**config.mk**
```make
export PLATFORM = sky130hd
export DESIGN_NAME = decode_stage
export DESIGN_NICKNAME = d
export VERILOG_FILES = /design/src/rtl/decode_stage.sv
export SDC_FILE = /design/constraint.sdc
export NUM_CORES = 1
export LEC_CHECK = 0
export BUFFER_PORTS_ARGS = -buffer_cell sky130_fd_sc_hd__buf_2
export CORE_UTILIZATION = 59
export DETAILED_ROUTE_END_ITERATION = 8
export GPL_ROUTABILITY_DRIVEN = 0
export PLACE_DENSITY = 0.89
export SLEW_MARGIN = 5
export SYNTH_ARGS = -nofsm -noshare
export SYNTH_HDL_FRONTEND = slang
export SYNTH_SLANG_ARGS = --single-unit
export TNS_END_PERCENT = 5
```
**constraint.sdc**
```tcl
create_clock -name clk -period 4.5 [get_ports clk]
set_input_delay 0.9 -clock clk [delete_from_list [all_inputs] [get_ports clk]]
set_output_delay 0.9 -clock clk [all_outputs]
set_load 0.01 [all_outputs]
```
**src/rtl/decode_stage.sv**
```systemverilog
// rtl/decode_stage.sv - registered RV64I-subset decode stage with 2-entry buffer and illegal counter
module decode_stage #(
    parameter int XLEN       = 64,
    parameter bit EN_WORDOPS = 1,
    parameter int CNT_W      = 32
) (
    input  logic             clk,
    input  logic             resetn,
    input  logic             flush,
    input  logic             in_valid,
    output logic             in_ready,
    input  logic [31:0]      in_instr,
    input  logic [XLEN-1:0]  in_pc,
    output logic             out_valid,
    input  logic             out_ready,
    output logic [4:0]       out_op,
    output logic [2:0]       out_alufunc,
    output logic             out_regwrite,
    output logic             out_memread,
    output logic             out_memwrite,
    output logic [1:0]       out_memsize,
    output logic             out_memunsigned,
    output logic [4:0]       out_ra1,
    output logic [4:0]       out_ra2,
    output logic [4:0]       out_rd,
    output logic [XLEN-1:0]  out_imm,
    output logic [XLEN-1:0]  out_pc,
    output logic             out_illegal,
    output logic [CNT_W-1:0] illegal_count
);

    localparam bit RV64    = (XLEN == 64);
    localparam bit WORDOPS = EN_WORDOPS && RV64;

    localparam logic [6:0] OPC_OP_IMM   = 7'b0010011;
    localparam logic [6:0] OPC_LUI      = 7'b0110111;
    localparam logic [6:0] OPC_AUIPC    = 7'b0010111;
    localparam logic [6:0] OPC_OP       = 7'b0110011;
    localparam logic [6:0] OPC_LOAD     = 7'b0000011;
    localparam logic [6:0] OPC_STORE    = 7'b0100011;
    localparam logic [6:0] OPC_OP_IMM32 = 7'b0011011;
    localparam logic [6:0] OPC_OP32     = 7'b0111011;

    localparam logic [4:0] OP_UNKNOWN = 5'd0;
    localparam logic [4:0] OP_ADDI    = 5'd1;
    localparam logic [4:0] OP_XORI    = 5'd2;
    localparam logic [4:0] OP_ORI     = 5'd3;
    localparam logic [4:0] OP_ANDI    = 5'd4;
    localparam logic [4:0] OP_LUI     = 5'd5;
    localparam logic [4:0] OP_AUIPC   = 5'd6;
    localparam logic [4:0] OP_ADD     = 5'd7;
    localparam logic [4:0] OP_SUB     = 5'd8;
    localparam logic [4:0] OP_AND     = 5'd9;
    localparam logic [4:0] OP_OR      = 5'd10;
    localparam logic [4:0] OP_XOR     = 5'd11;
    localparam logic [4:0] OP_LOAD    = 5'd12;
    localparam logic [4:0] OP_STORE   = 5'd13;
    localparam logic [4:0] OP_ADDIW   = 5'd14;
    localparam logic [4:0] OP_ADDW    = 5'd15;
    localparam logic [4:0] OP_SUBW    = 5'd16;

    localparam logic [2:0] ALU_ADD = 3'd0;
    localparam logic [2:0] ALU_SUB = 3'd1;
    localparam logic [2:0] ALU_AND = 3'd2;
    localparam logic [2:0] ALU_OR  = 3'd3;
    localparam logic [2:0] ALU_XOR = 3'd4;

    typedef struct packed {
        logic [4:0]      op;
        logic [2:0]      alufunc;
        logic            regwrite;
        logic            memread;
        logic            memwrite;
        logic [1:0]      memsize;
        logic            memunsigned;
        logic [4:0]      ra1;
        logic [4:0]      ra2;
        logic [4:0]      rd;
        logic [XLEN-1:0] imm;
        logic [XLEN-1:0] pc;
        logic            illegal;
    } bundle_t;

    logic [6:0]      opcode;
    logic [2:0]      f3;
    logic [6:0]      f7;
    logic [XLEN-1:0] imm_i;
    logic [XLEN-1:0] imm_s;
    logic [XLEN-1:0] imm_u;
    bundle_t         dec;

    bundle_t         mem [2];
    logic            rd_ptr;
    logic            wr_ptr;
    logic [1:0]      count;
    logic [1:0]      count_nxt;
    logic            in_ready_q;
    logic            accept;
    logic            deliver;
    bundle_t         head;

    assign opcode = in_instr[6:0];
    assign f3     = in_instr[14:12];
    assign f7     = in_instr[31:25];

    // Combinational decode of the incoming instruction; every field defaulted, illegal encodings scrubbed
    always_comb begin
        imm_i        = {XLEN{in_instr[31]}};
        imm_i[11:0]  = in_instr[31:20];
        imm_s        = {XLEN{in_instr[31]}};
        imm_s[11:0]  = {in_instr[31:25], in_instr[11:7]};
        imm_u        = {XLEN{in_instr[31]}};
        imm_u[31:0]  = {in_instr[31:12], 12'b0};
        dec          = '0;
        dec.pc       = in_pc;
        case (opcode)
            OPC_OP_IMM: begin
                dec.ra1      = in_instr[19:15];
                dec.rd       = in_instr[11:7];
                dec.regwrite = 1'b1;
                dec.imm      = imm_i;
                case (f3)
                    3'b000:  begin dec.op = OP_ADDI; dec.alufunc = ALU_ADD; end
                    3'b100:  begin dec.op = OP_XORI; dec.alufunc = ALU_XOR; end
                    3'b110:  begin dec.op = OP_ORI;  dec.alufunc = ALU_OR;  end
                    3'b111:  begin dec.op = OP_ANDI; dec.alufunc = ALU_AND; end
                    default: dec.op = OP_UNKNOWN;
                endcase
            end
            OPC_LUI, OPC_AUIPC: begin
                dec.op       = (opcode == OPC_LUI) ? OP_LUI : OP_AUIPC;
                dec.rd       = in_instr[11:7];
                dec.regwrite = 1'b1;
                dec.imm      = imm_u;
            end
            OPC_OP: begin
                dec.ra1      = in_instr[19:15];
                dec.ra2      = in_instr[24:20];
                dec.rd       = in_instr[11:7];
                dec.regwrite = 1'b1;
                if (f7 == 7'h00) begin
                    case (f3)
                        3'b000:  begin dec.op = OP_ADD; dec.alufunc = ALU_ADD; end
                        3'b100:  begin dec.op = OP_XOR; dec.alufunc = ALU_XOR; end
                        3'b110:  begin dec.op = OP_OR;  dec.alufunc = ALU_OR;  end
                        3'b111:  begin dec.op = OP_AND; dec.alufunc = ALU_AND; end
                        default: dec.op = OP_UNKNOWN;
                    endcase
                end else if (f7 == 7'h20 && f3 == 3'b000) begin
                    dec.op      = OP_SUB;
                    dec.alufunc = ALU_SUB;
                end
            end
            OPC_LOAD: begin
                dec.ra1         = in_instr[19:15];
                dec.rd          = in_instr[11:7];
                dec.regwrite    = 1'b1;
                dec.memread     = 1'b1;
                dec.memsize     = f3[1:0];
                dec.memunsigned = f3[2];
                dec.imm         = imm_i;
                if (f3 == 3'd7 || (!RV64 && (f3 == 3'd3 || f3 == 3'd6)))
                    dec.op = OP_UNKNOWN;
                else
                    dec.op = OP_LOAD;
            end
            OPC_STORE: begin
                dec.ra1      = in_instr[19:15];
                dec.ra2      = in_instr[24:20];
                dec.memwrite = 1'b1;
                dec.memsize  = f3[1:0];
                dec.imm      = imm_s;
                if (f3[2] || (!RV64 && f3 == 3'd3))
                    dec.op = OP_UNKNOWN;
                else
                    dec.op = OP_STORE;
            end
            OPC_OP_IMM32: begin
                dec.ra1      = in_instr[19:15];
                dec.rd       = in_instr[11:7];
                dec.regwrite = 1'b1;
                dec.imm      = imm_i;
                if (WORDOPS && f3 == 3'b000)
                    dec.op = OP_ADDIW;
            end
            OPC_OP32: begin
                dec.ra1      = in_instr[19:15];
                dec.ra2      = in_instr[24:20];
                dec.rd       = in_instr[11:7];
                dec.regwrite = 1'b1;
                if (WORDOPS && f3 == 3'b000 && f7 == 7'h00) begin
                    dec.op = OP_ADDW;
                end else if (WORDOPS && f3 == 3'b000 && f7 == 7'h20) begin
                    dec.op      = OP_SUBW;
                    dec.alufunc = ALU_SUB;
                end
            end
            default: dec.op = OP_UNKNOWN;
        endcase
        if (dec.op == OP_UNKNOWN) begin
            dec         = '0;
            dec.pc      = in_pc;
            dec.illegal = 1'b1;
        end
    end

    assign accept    = in_valid && in_ready_q;
    assign out_valid = (count != 2'd0);
    assign deliver   = out_valid && out_ready;
    assign count_nxt = count + {1'b0, accept} - {1'b0, deliver};
    assign in_ready  = in_ready_q;
    assign head      = mem[rd_ptr];

    // Two-entry FIFO of decoded bundles; flush empties it and drops a same-cycle accept
    always_ff @(posedge clk or negedge resetn) begin
        if (!resetn) begin
            mem[0]     <= '0;
            mem[1]     <= '0;
            rd_ptr     <= 1'b0;
            wr_ptr     <= 1'b0;
            count      <= 2'd0;
            in_ready_q <= 1'b1;
        end else if (flush) begin
            rd_ptr     <= 1'b0;
            wr_ptr     <= 1'b0;
            count      <= 2'd0;
            in_ready_q <= 1'b1;
        end else begin
            if (accept) begin
                mem[wr_ptr] <= dec;
                wr_ptr      <= ~wr_ptr;
            end
            if (deliver)
                rd_ptr <= ~rd_ptr;
            count      <= count_nxt;
            in_ready_q <= (count_nxt < 2'd2);
        end
    end

    // Saturating count of illegal bundles actually handed to execute
    always_ff @(posedge clk or negedge resetn) begin
        if (!resetn)
            illegal_count <= '0;
        else if (!flush && deliver && head.illegal && (illegal_count != {CNT_W{1'b1}}))
            illegal_count <= illegal_count + 1'b1;
    end

    assign out_op          = head.op;
    assign out_alufunc     = head.alufunc;
    assign out_regwrite    = head.regwrite;
    assign out_memread     = head.memread;
    assign out_memwrite    = head.memwrite;
    assign out_memsize     = head.memsize;
    assign out_memunsigned = head.memunsigned;
    assign out_ra1         = head.ra1;
    assign out_ra2         = head.ra2;
    assign out_rd          = head.rd;
    assign out_imm         = head.imm;
    assign out_pc          = head.pc;
    assign out_illegal     = head.illegal;

endmodule

```
Word level (Yosys, flattened, before mapping)
Cells that the tools add are included.
Storage, ports and cells
  input bits: 101
  output and inout bits: 192
  register bits: 353
  word-level logic and storage cells: 114
Cells by class
  reductions and logical operators: 22
  bitwise operators: 5
  equality and inequality tests: 13
  mux-type cells: 36
  magnitude comparators: 4
  $add $sub $neg: 3
Operator list (number)
  2-to-1 mux 158 bit: 5
  bitwise mux 316 bit: 1
  one-hot mux 64 bit (3 select lines): 1
  demux 158 bit (select 1 bit): 1
  == test 7 x 6 -> 1 bit (second input constant): 5
  one-hot mux 5 bit (7 select lines): 1
  adder 32 x 1 -> 32 bit (second input constant): 1
  != test 32 bit (second input constant): 1
  == test 7 x 5 -> 1 bit (second input constant): 3
  2-to-1 mux 5 bit: 4
  one-hot mux 3 bit (3 select lines): 2
  2-to-1 mux 8 bit: 2
  one-hot mux 4 bit (4 select lines): 1
  2-to-1 mux 4 bit: 3
  one-hot mux 3 bit (4 select lines): 1
  == test 3 bit (second input constant): 3
  2-to-1 mux 1 bit: 9
  logical AND 1 bit: 8
  == test 7 x 2 -> 1 bit (second input constant): 1
  logical NOT 7 bit: 1
  2-to-1 mux 7 bit: 1
  OR reduction 7 bit: 1
  2-to-1 mux 2 bit: 3
  nonzero test 2 bit: 3
  15 further kinds: 21

Logic depth before layout (Yosys ltp)
  depth after elaboration: 8
  mapped depth: 9
  mapped depth without buffers: 9

Least setup slack after synthesis
OpenSTA, ideal clock, no wires.
  path kind: register to output
  from: register rd_ptr
  to: output out_imm[32]
  path buffers: 4
  setup slack: 1558 ps
  cell stages (with the launch flop): 6
  arrival time: 2042 ps
  required time: 3600 ps
  cell sequence: dfrtp_1 > clkbuf_1 > buf_1 > clkbuf_1 > mux2_2 > buf_4
Between the ends
  word-level cells in the longest chain between the ends: 4
Ends and longest elaborated chain
  start, declared: line 93  | logic rd_ptr;
  start signal, assigned: line 234  | rd_ptr <= ~rd_ptr;
  NOT 1 -> 2 bit (implied by the code): line 212  | assign head = mem[rd_ptr];
  2-to-1 mux 158 bit (implied by the code) (3 in a row): line 212
  end, declared: line 26  | output logic [XLEN-1:0] out_imm,
No other way between the ends. The select of a mux whose other input is x is not followed.

Worst setup path after layout
  from: register rd_ptr
  to: output out_imm[3]
The elaborated chain is that of the path after synthesis.

==> qor.txt <==
sequential cell area fraction in the yosys report -> 53.0%
path class of the lowest-slack min-delay path -> in -> async
largest net degree at the start of global routing -> 130
fraction of the mapped netlist area in compound gates -> 8.51%
CTS sink cnt -> 289
relative slew slack -> 21.9%
initial core utilization -> 60.2%
multi-input combinational cell area -> 5750 um2
Register-to-Register Setup Slack -> 1.51 ns
result of the run -> complete, no violations
clock skew after layout -> 0.00839 ns
detailed-route wire length -> 35.4 mm
average cell area after synthesis -> 9.48 um2
cell-internal power -> 5.67 mW
post-CTS setup buffer count -> 0
Routed WL per cell -> 18.0 um
number of setup violations in the final report -> 0
r2r startpoint -> rd_ptr
final routed DRC violation total -> 0
Sw Share -> 32.5%
cell area power density -> 524 nW/um2
Max rail drop VDD -> 0.482 mV
Pleak -> 8.22 nW
maximum level of the CTS H-tree -> 1
number of CTS-inserted buffers -> 30
slowest cell on the critical path -> dfrtp_4
post-synth top area cell -> dfrtp_1
data arrival time of the critical path -> 2.58 ns
number of iterations in the first detailed-routing pass -> 5
initial antenna violation count -> 2
IO Count -> 293
Setup crit start -> rd_ptr
share of the synthesized area in the top cell type -> 52.8%
RSZ-0062 raised after global routing -> false
width of the chip -> 154 um
number of buffers inserted by hold repair at cts -> 0
Cells after Synth -> 1,438
category of the most critical setup path -> reg -> out
part of the cycle the worst path needs -> 77.3%
Setup WS post-layout -> 1.02 ns
adder and majority gate portion of the synthesized area -> 0.275%
clock tree from TritonCTS -> built
share of synthesized flip-flops with an asynchronous set or reset -> 100%
global route overflow -> 0
parity-gate share of the synthesized area counting xor and xnor cells -> 2.31%
multiplexer share of the synthesized area -> 10.6%
Port Buffer Count -> 292
Max stage delay on crit path -> 0.90 ns
Setup Slack @ Placement -> 0.888 ns
fraction of layout instances using a drive strength above 1 -> 30.1%
Syn. warnings -> 0
die area -> 23,700 um2
DP HPWL -> 23.0 mm
vias in the first global route -> 11.6k
worst endpoint required time -> 3.60 ns
ordered list of cells on the worst path -> buf_4, mux2_2, buf_2
number of enable flip-flop cells after synthesis -> 0
Syn Nets -> 1,542
Die H -> 154 um
number of storage elements in the synthesis netlist -> 289
worst-margin pin slew -> 1.17 ns
buffer type at the clock tree root -> clkbuf_16
min Tclk post-route -> 3.48 ns
post-synthesis simple-gate area fraction -> 20.2%
number of fillers in the final layout -> 1,596
Worst R2R End -> illegal_count[10]
critical path capture point type -> output pin
source-to-sink clock delay at the later pin of the worst-skew pair -> 0.55 ns
post-route ant nets -> 0
area added between synthesis and finish -> 17.7%
worst setup path endpoint -> out_imm[3]
routed vias -> 11.3k
top cells by area in the synthesized netlist -> dfrtp_1, nand2_1, mux2_2, o31ai_1, clkbuf_1
top post-synthesis cells by count -> nand2_1, dfrtp_1, mux2_2
First DRT Iteration DRCs -> 919
Overall Power -> 8.41 mW
kind of start point of the critical path -> register
critical-path maximum fanout -> 48
achievable frequency -> 288 MHz
GRT Resource Usage Total -> 30.3%
top_reg_cell synth -> dfrtp_1
clock share of power -> 29.4%
number of max-slew violations in the final report -> 0
core outline area -> 22,600 um2
dominant combinational cell family by area after synthesis -> simple AND/OR/NAND/NOR gates
most frequently used cell type in the post-synthesis netlist -> nand2_1
maximum buffer depth of the clock tree -> 3
MaxCap Viol Count -> 0
Via density -> 5.79
Resize count post-CTS -> 0
Sw Pwr -> 2.74 mW
clock-pin slew reported for the worst setup and hold paths after clock tree synthesis -> 0.06 ns
total standard cell area after synthesis -> 13,600 um2
total number of nets in the final design -> 1,756
Comb power frac -> 27.8%
Yosys cell types -> 56
total number of placement rows -> 55
Hold Fails Final Rpt -> 0
total negative setup slack -> 0 ns
global-route wire length before repair -> 57.9 mm
Register Area -> 7240 um2
total non-filler cell area in the finished layout -> 16,100 um2
Area after DPL -> 15,100 um2
relative contribution of sequential cells to total power -> 42.8%
worst-case reg-to-reg path depth -> 5
routing by layer:
metal / GRT usage [%] / wire length [um]
met5: 0 / 15
met1: 37.8 / 13700
met4: 14.9 / 1690
met3: 6.14 / 2720
met2: 50.4 / 17300
critical path, delay by kind of cell (launching register included):
family | cells | cell delay, ns
buf+inv | 2 | 0.71
mux | 1 | 0.40
flops | 1 | 0.90
cells in the final DEF, fill, tap and decap left out, drive strengths merged, types with 4 or more instances in the layout:
cell | Yosys | final
and3 | 7 | 7
or2 | 4 | 4
and4 | 4 | 4
or3b | 4 | 4
nor2 | 15 | 15
buf | 45 | 313
a22oi | 6 | 6
a21oi | 21 | 21
o31ai | 78 | 78
nor4 | 5 | 5
clkbuf | 86 | 43
dfrtp | 288 | 288
nand3 | 27 | 27
xnor2 | 28 | 28
clkinv | 0 | 10
nand2 | 548 | 548
o2111ai | 4 | 4
nor3 | 10 | 10
xor2 | 8 | 8
inv | 12 | 12
o21ai | 47 | 47
mux2 | 128 | 128
nand4 | 19 | 19
power by group through the flow:
| stage | sequential (mW) | clock [mW] | combinational [mW] |
|---|---|---|---|
| 5_1_grt | 3.68 | 2.60 | 2.56 |
| 3_3_place_gp | 3.59 | 0 | 2.24 |
| 2_1_floorplan | 3.48 | 0 | 1.56 |
| 6_report | 3.60 | 2.47 | 2.33 |
| 4_1_cts | 3.60 | 2.50 | 2.34 |
| 3_5_place_dp | 3.63 | 0 | 2.31 |
layout make-up:
class	instances	area share (%)
inverters	12	0.281
clock inverters	12	0.569
repair buffers	313	10.4
well taps	285	2.22
clock buffers	43	5.61
flip-flops and latches	289	45.1
multi-input cells	1006	35.8
diodes	1	0.0156
cell families after synthesis:
logic type | Yosys count
flip-flops | 289
adder cells (fa/ha/maj) | 3
XOR/XNOR | 36
AO/OA/AOI/OAI | 173
AND/OR/NAND/NOR | 665
buffers and inverters | 143
multiplexers | 129
state kept, by name, indices dropped and copies added (netlist names):
register       cells
rd_ptr             1
in_ready           1
wr_ptr             1
count              2
illegal_count     32
mem              252
how the worst min path moves through the flow:
stage | from | end | slack, ns | cells past startpoint
6_report | resetn | mem[1] | 0.45 | 1
5_1_grt | mem[220] | mem[220] | 0.49 | 2
4_1_cts | mem[28] | mem[28] | 0.47 | 2
3_5_place_dp | mem[28] | mem[28] | 0.46 | 2
3_3_place_gp | mem[36] | mem[36] | 0.45 | 2
2_1_floorplan | mem[10] | mem[10] | 0.44 | 2
per-stage QoR:
| stage | util, % | std cells | hold WS [ns] |
|---|---|---|---|
| after global routing | 70.9 | 1961 | 0.486 |
| final | 70.9 | 1961 | 0.446 |
| after CTS | 70.9 | 1960 | 0.472 |
| after global placement | 66.5 | 1905 | 0.452 |
| after detailed placement | 66.5 | 1905 | 0.457 |
| after floorplan | - | 1438 | 0.440 |
Power figures use the tool's default switching activity.
